===== src/rtl/vec_mag_compare_seq_if.sv =====
// rtl/vec_mag_compare_seq_if.sv - element-pair input and comparison-result handshake bundle
interface vec_mag_compare_seq_if #(
  parameter int ELEM_W = 16,
  parameter int N_ELEM = 4
);
  localparam int IDX_W = (N_ELEM > 1) ? $clog2(N_ELEM) : 1;

  logic              in_valid;
  logic              in_ready;
  logic [ELEM_W-1:0] in_a;
  logic [ELEM_W-1:0] in_b;
  logic              out_valid;
  logic              out_ready;
  logic              out_ge;
  logic              out_eq;
  logic [IDX_W-1:0]  elem_idx;

  modport master (
    output in_valid, in_a, in_b, out_ready,
    input  in_ready, out_valid, out_ge, out_eq, elem_idx
  );

  modport slave (
    input  in_valid, in_a, in_b, out_ready,
    output in_ready, out_valid, out_ge, out_eq, elem_idx
  );
endinterface


===== src/rtl/vec_mag_compare_seq.sv =====
// rtl/vec_mag_compare_seq.sv - streaming squared-magnitude comparator of two N_ELEM vectors
// Optional CMP_MAG_OUT_EN adds mag_a/mag_b outputs carrying the final squared magnitudes.
module vec_mag_compare_seq #(
  parameter int ELEM_W = 16,
  parameter int N_ELEM = 4,
  parameter int ACC_W  = 2*ELEM_W + $clog2(N_ELEM) + 1
) (
  input  logic                     clk,
  input  logic                     rst,
  vec_mag_compare_seq_if.slave     bus
`ifdef CMP_MAG_OUT_EN
  ,
  output logic [ACC_W-1:0]         mag_a,
  output logic [ACC_W-1:0]         mag_b
`endif
);

  localparam int              IDX_W    = (N_ELEM > 1) ? $clog2(N_ELEM) : 1;
  localparam int              PROD_W   = 2*ELEM_W;
  localparam logic [IDX_W-1:0] LAST_IDX = IDX_W'(N_ELEM - 1);

  typedef enum logic [0:0] {
    ACCUM  = 1'b0,
    RESULT = 1'b1
  } state_t;

  state_t state;
  state_t state_nxt;

  logic [ACC_W-1:0]  acc_a;
  logic [ACC_W-1:0]  acc_b;
  logic [IDX_W-1:0]  idx_q;
  logic              ge_q;
  logic              eq_q;
  logic              in_ready_c;
  logic              out_valid_c;

  logic [PROD_W-1:0] prod_a;
  logic [PROD_W-1:0] prod_b;
  logic [ACC_W-1:0]  sum_a;
  logic [ACC_W-1:0]  sum_b;
  logic              accept;
  logic              last;

  // Signed square is never negative, so reading it as unsigned is exact.
  assign prod_a = $signed(bus.in_a) * $signed(bus.in_a);
  assign prod_b = $signed(bus.in_b) * $signed(bus.in_b);
  assign sum_a  = acc_a + ACC_W'(prod_a);
  assign sum_b  = acc_b + ACC_W'(prod_b);

  assign accept = bus.in_valid && (state == ACCUM);
  assign last   = (idx_q == LAST_IDX);

  always_ff @(posedge clk or posedge rst) begin
    if (rst) begin
      state <= ACCUM;
    end else begin
      state <= state_nxt;
    end
  end

  always_comb begin
    state_nxt   = state;
    in_ready_c  = 1'b0;
    out_valid_c = 1'b0;
    case (state)
      ACCUM: begin
        in_ready_c = 1'b1;
        if (bus.in_valid && last) begin
          state_nxt = RESULT;
        end
      end
      RESULT: begin
        out_valid_c = 1'b1;
        if (bus.out_ready) begin
          state_nxt = ACCUM;
        end
      end
      default: begin
        state_nxt = ACCUM;
      end
    endcase
  end

  // The final compare folds in the current product so the result lands one cycle after the last accept.
  always_ff @(posedge clk or posedge rst) begin
    if (rst) begin
      acc_a <= '0;
      acc_b <= '0;
      idx_q <= '0;
      ge_q  <= 1'b0;
      eq_q  <= 1'b0;
    end else if (accept) begin
      if (last) begin
        ge_q  <= (sum_a >= sum_b);
        eq_q  <= (sum_a == sum_b);
        acc_a <= '0;
        acc_b <= '0;
        idx_q <= '0;
      end else begin
        acc_a <= sum_a;
        acc_b <= sum_b;
        idx_q <= idx_q + IDX_W'(1);
      end
    end
  end

`ifdef CMP_MAG_OUT_EN
  always_ff @(posedge clk or posedge rst) begin
    if (rst) begin
      mag_a <= '0;
      mag_b <= '0;
    end else if (accept && last) begin
      mag_a <= sum_a;
      mag_b <= sum_b;
    end
  end
`endif

  assign bus.in_ready  = in_ready_c;
  assign bus.out_valid = out_valid_c;
  assign bus.out_ge    = ge_q;
  assign bus.out_eq    = eq_q;
  assign bus.elem_idx  = idx_q;

endmodule


===== src/flat_wrapper.sv =====
// flat-port wrapper written by rule: the top's interface ports become plain ports
module vec_mag_compare_seq_flat 
#(
  parameter int ELEM_W = 16,
  parameter int N_ELEM = 4,
  parameter int ACC_W  = 2*ELEM_W + $clog2(N_ELEM) + 1
)
  (clk, rst, bus_in_valid, bus_in_a, bus_in_b, bus_out_ready, bus_in_ready, bus_out_valid, bus_out_ge, bus_out_eq, bus_elem_idx);
  vec_mag_compare_seq_if #(.ELEM_W(ELEM_W), .N_ELEM(N_ELEM)) bus_i ();
  input  logic clk;
  input  logic rst;
  input wire logic [$bits(bus_i.in_valid)-1:0] bus_in_valid;
  input wire logic [$bits(bus_i.in_a)-1:0] bus_in_a;
  input wire logic [$bits(bus_i.in_b)-1:0] bus_in_b;
  input wire logic [$bits(bus_i.out_ready)-1:0] bus_out_ready;
  output wire logic [$bits(bus_i.in_ready)-1:0] bus_in_ready;
  output wire logic [$bits(bus_i.out_valid)-1:0] bus_out_valid;
  output wire logic [$bits(bus_i.out_ge)-1:0] bus_out_ge;
  output wire logic [$bits(bus_i.out_eq)-1:0] bus_out_eq;
  output wire logic [$bits(bus_i.elem_idx)-1:0] bus_elem_idx;
  assign bus_i.in_valid = bus_in_valid;
  assign bus_i.in_a = bus_in_a;
  assign bus_i.in_b = bus_in_b;
  assign bus_i.out_ready = bus_out_ready;
  assign bus_in_ready = bus_i.in_ready;
  assign bus_out_valid = bus_i.out_valid;
  assign bus_out_ge = bus_i.out_ge;
  assign bus_out_eq = bus_i.out_eq;
  assign bus_elem_idx = bus_i.elem_idx;
  vec_mag_compare_seq #(.ELEM_W(ELEM_W), .N_ELEM(N_ELEM), .ACC_W(ACC_W)) u_core (.clk(clk), .rst(rst), .bus(bus_i));
endmodule

===== config.mk =====
export PLATFORM = sky130hd
export DESIGN_NAME = vec_mag_compare_seq_flat
export DESIGN_NICKNAME = d
export VERILOG_FILES = /design/src/rtl/vec_mag_compare_seq_if.sv /design/src/rtl/vec_mag_compare_seq.sv /design/src/flat_wrapper.sv
export SDC_FILE = /design/constraint.sdc
export NUM_CORES = 2
export LEC_CHECK = 0
export CAP_MARGIN = 20
export CORE_MARGIN = 1
export CORE_UTILIZATION = 60
export CTS_CLUSTER_SIZE = 25
export DETAILED_ROUTE_END_ITERATION = 12
export PLACE_DENSITY_LB_ADDON = 0.2
export SLEW_MARGIN = 30
export SYNTH_ARGS = -nofsm -noshare
export SYNTH_HDL_FRONTEND = slang
export SYNTH_SLANG_ARGS = --single-unit

===== constraint.sdc =====
create_clock -name clk -period 4.91 [get_ports clk]
set_input_delay 0.982 -clock clk [delete_from_list [all_inputs] [get_ports clk]]
set_output_delay 0.982 -clock clk [all_outputs]
set_load 0.02 [all_outputs]

==> reports/qor.csv <==
metric;value;unit
xor and xnor area share after synthesis;5.54;%
Hold Path Class;reg2reg;
wire per inst;21.1;um
Compound-Gate Fraction of Synth Area;12.2;%
actual slew at the worst max-slew pin;0.870;ns
largest family of logic cells by synthesized area;adder cells;
core area;0.0401;mm^2
pre-CTS setup slack;-5.07;ns
crit-path max FO;4;
Simple-Gate Fraction of Synth Area;10.2;%
GR Overflow Total;0;
Worst path max stage delay;0.57;ns
IO buf count;41;
commonest cells after routing, fill and taps aside;633 x buf_4, 623 x inv_1, 442 x fa_1;
Die X-Extent;205;um
WS Path Type;in2reg;
DR DRC count;0;
share of layout cells above drive strength 1;37.2;%
Reg clk slew, reported paths;0.06;ns
Slew Viols, Final;0;
Synth Register Bits;75;
global-route wire length before repair;112;mm
cells after synthesis;2725;
vias in the first global route;24400;
CTS Hold Buffers Added;0;
Initial DRC Count;1983;
Final period util;197;%
Mean Syn Cell Area;9.04;um^2
PnR worst setup slack;-4.75;ns
r2r setup slk;0.26;ns
clk root buf;clkbuf_16;
H-tree Lvls;3;
clock tree buffer depth;2;
slowest CP cell;fa_2;
Num CTS Buffers;9;
Slew HR;41.8;%
mux contribution to synthesized area;0.173;%
detailed placement HPWL;50.9;mm
Post-Synth Adder-Cell Area;52.8;%
number of flops mapped to enable cells by yosys;0;
row count;73;
clock skew;0.0257;ns
vias per std cell;5.95;
Max Cap Viol;0;
initial antenna violation count;2;
net count of the mapped netlist;3520;
largest net degree at the start of global routing;57;
antenna violation net count after detailed routing;0;
Max Fclk;0.103;GHz
Detailed Route WL;84.3;mm
most common cell after layout, fill and taps aside;buf_4;
Post-Route Utilization;85.9;%
height of the die;205;um
sequential area share after synthesis;7.62;%
clk_lat worst skew;0.38;ns
Synth async-reset ratio;100;%
CTS tree;built;
CP Data Arrival Time;9.94;ns
setup violators final;59;
Final min period;9.66;ns
Worst Path Required;5.19;ns
Post-Syn Area;0.0246;mm^2
via count;23800;
RSZ-0062 raised after global routing;yes;
Final #Nets;4259;
Synth cell types;80;
iteration count of the initial detailed-routing pass;8;
die area;0.0419;mm^2
Setup crit end kind;flop;
synth-to-layout area growth;39.8;%
GPL Wtd Cong;0.920;
Final Hold Fails;0;
CTS Sinks;75;
Final Non-Filler Cells;3994;
Placed Cells;3825;
failing checks;setup timing;
outcome;finished with violations;
synth warn;0;
num ports;42;
top_reg_cell synth;dfrtp_1;
ant diodes;0;
fillcell total;1829;
Overall Global Routing Usage;33.4;%
nature of the critical path startpoint;input port;
initial core utilization;61.5;%
## area by class of cell
type                    instances  area [um^2]  share of cell area [%]
clock buffers                  12          256                   0.744
clock inverters                 4         72.6                   0.211
inverters                     697         2670                    7.76
multi-input cells            1894        22400                    64.9
flip-flops and latches         75         1880                    5.45
well taps                     525          657                    1.91
repair buffers                787         6550                    19.0
## logic make-up (layout without fill, tap and decap cells)
family | Yosys count | count (layout)
AO/OA/AOI/OAI | 423 | 423
XOR/XNOR | 155 | 155
adder cells (fa/ha/maj) | 759 | 759
buffers and inverters | 756 | 1500
flip-flops | 75 | 75
multiplexers | 4 | 4
AND/OR/NAND/NOR | 553 | 553
## Yosys cell counts (3+ instances only)
master | instances | area [um^2]
inv_1 | 694 | 2610
fa_1 | 467 | 9350
ha_1 | 292 | 3650
nand2_1 | 257 | 965
nor2_1 | 120 | 450
xnor2_1 | 113 | 990
a21oi_1 | 99 | 495
dfrtp_1 | 75 | 1880
o21ai_0 | 64 | 320
a21o_1 | 58 | 435
and2_1 | 56 | 350
clkbuf_1 | 55 | 206
xor2_1 | 41 | 359
a22o_1 | 28 | 245
nand3_1 | 22 | 110
o21a_1 | 21 | 158
o21bai_1 | 21 | 158
nand2b_1 | 19 | 119
nor2b_1 | 19 | 119
nor3_1 | 16 | 80.1
o21ai_1 | 16 | 80.1
a211oi_1 | 15 | 113
o211ai_1 | 14 | 105
and3_1 | 12 | 75.1
nand4_1 | 10 | 62.6
a31o_2 | 9 | 78.8
o31ai_1 | 7 | 52.6
a22oi_1 | 5 | 37.5
a31oi_1 | 5 | 31.3
o31a_1 | 5 | 43.8
or2_2 | 5 | 31.3
or3_1 | 5 | 31.3
a31o_1 | 4 | 35.0
a41o_1 | 4 | 40.0
buf_1 | 4 | 15.0
o21ai_2 | 4 | 35.0
a2111oi_4 | 3 | 82.6
a21oi_2 | 3 | 26.3
a221oi_1 | 3 | 26.3
and4_1 | 3 | 26.3
clkinv_1 | 3 | 11.3
o22ai_1 | 3 | 18.8
or4_1 | 3 | 22.5
## routing by layer
metal  global-route usage, %  vias to the layer above  share of wire [%]
li1                        -                     9917                  -
met1                    40.9                    11800                 35
met2                    59.9                     1431                 49
met3                    5.38                      656                8.6
met4                    10.8                        4                7.3
met5                       0                        -              0.031
## critical path: cells and delay by family
kind / cells / cell delay [ns]
AO/OA/AOI/OAI: 12 / 2.65
AND/OR/NAND/NOR: 9 / 1.25
adder cells (fa/ha/maj): 9 / 3.78
buffers and inverters: 9 / 0.93
XOR/XNOR: 2 / 0.33
## registers in the layout (all words and copies together), names as in the netlist
register / count
u_core.acc_b: 35
u_core.bus.out_ge: 1
u_core.bus.elem_idx: 2
u_core.acc_a: 35
u_core.state: 1
u_core.bus.out_eq: 1
## metrics by stage
stage          hold slack [ns]  cell area [um^2]  setup TNS, ns
2_1_floorplan            0.453             25600        -115.35
3_3_place_gp             0.465             30700        -174.09
3_5_place_dp             0.477             30700        -182.08
4_1_cts                  0.492             33000        -133.43
5_1_grt                  0.522             34500        -163.87
6_report                 0.492             34500        -153.58
## path summary, 6_finish.rpt
path | start | to | cells past startpoint
min in group asynchronous | rst | u_core.acc_b[28] | 2
setup / recovery | bus_in_b[2] | u_core.bus.out_ge | 41
hold reg to reg | u_core.bus.out_eq | u_core.bus.out_eq | 2
max in group asynchronous | rst | u_core.acc_a[2] | 3
hold / removal | u_core.bus.out_eq | u_core.bus.out_eq | 2
setup reg to reg | u_core.acc_b[2] | u_core.bus.out_ge | 19
## what timing repair did
action,4_1_cts,5_1_grt
gates cloned,5,2
buffers inserted,107,64
endpoints found under the setup margin,62,62
hold endpoints to repair,0,0
resized for setup,381,301
pin swaps,247,217
Power is not shown: default switching activity piles up to over one toggle a cycle in this logic, so the estimate is an artifact.
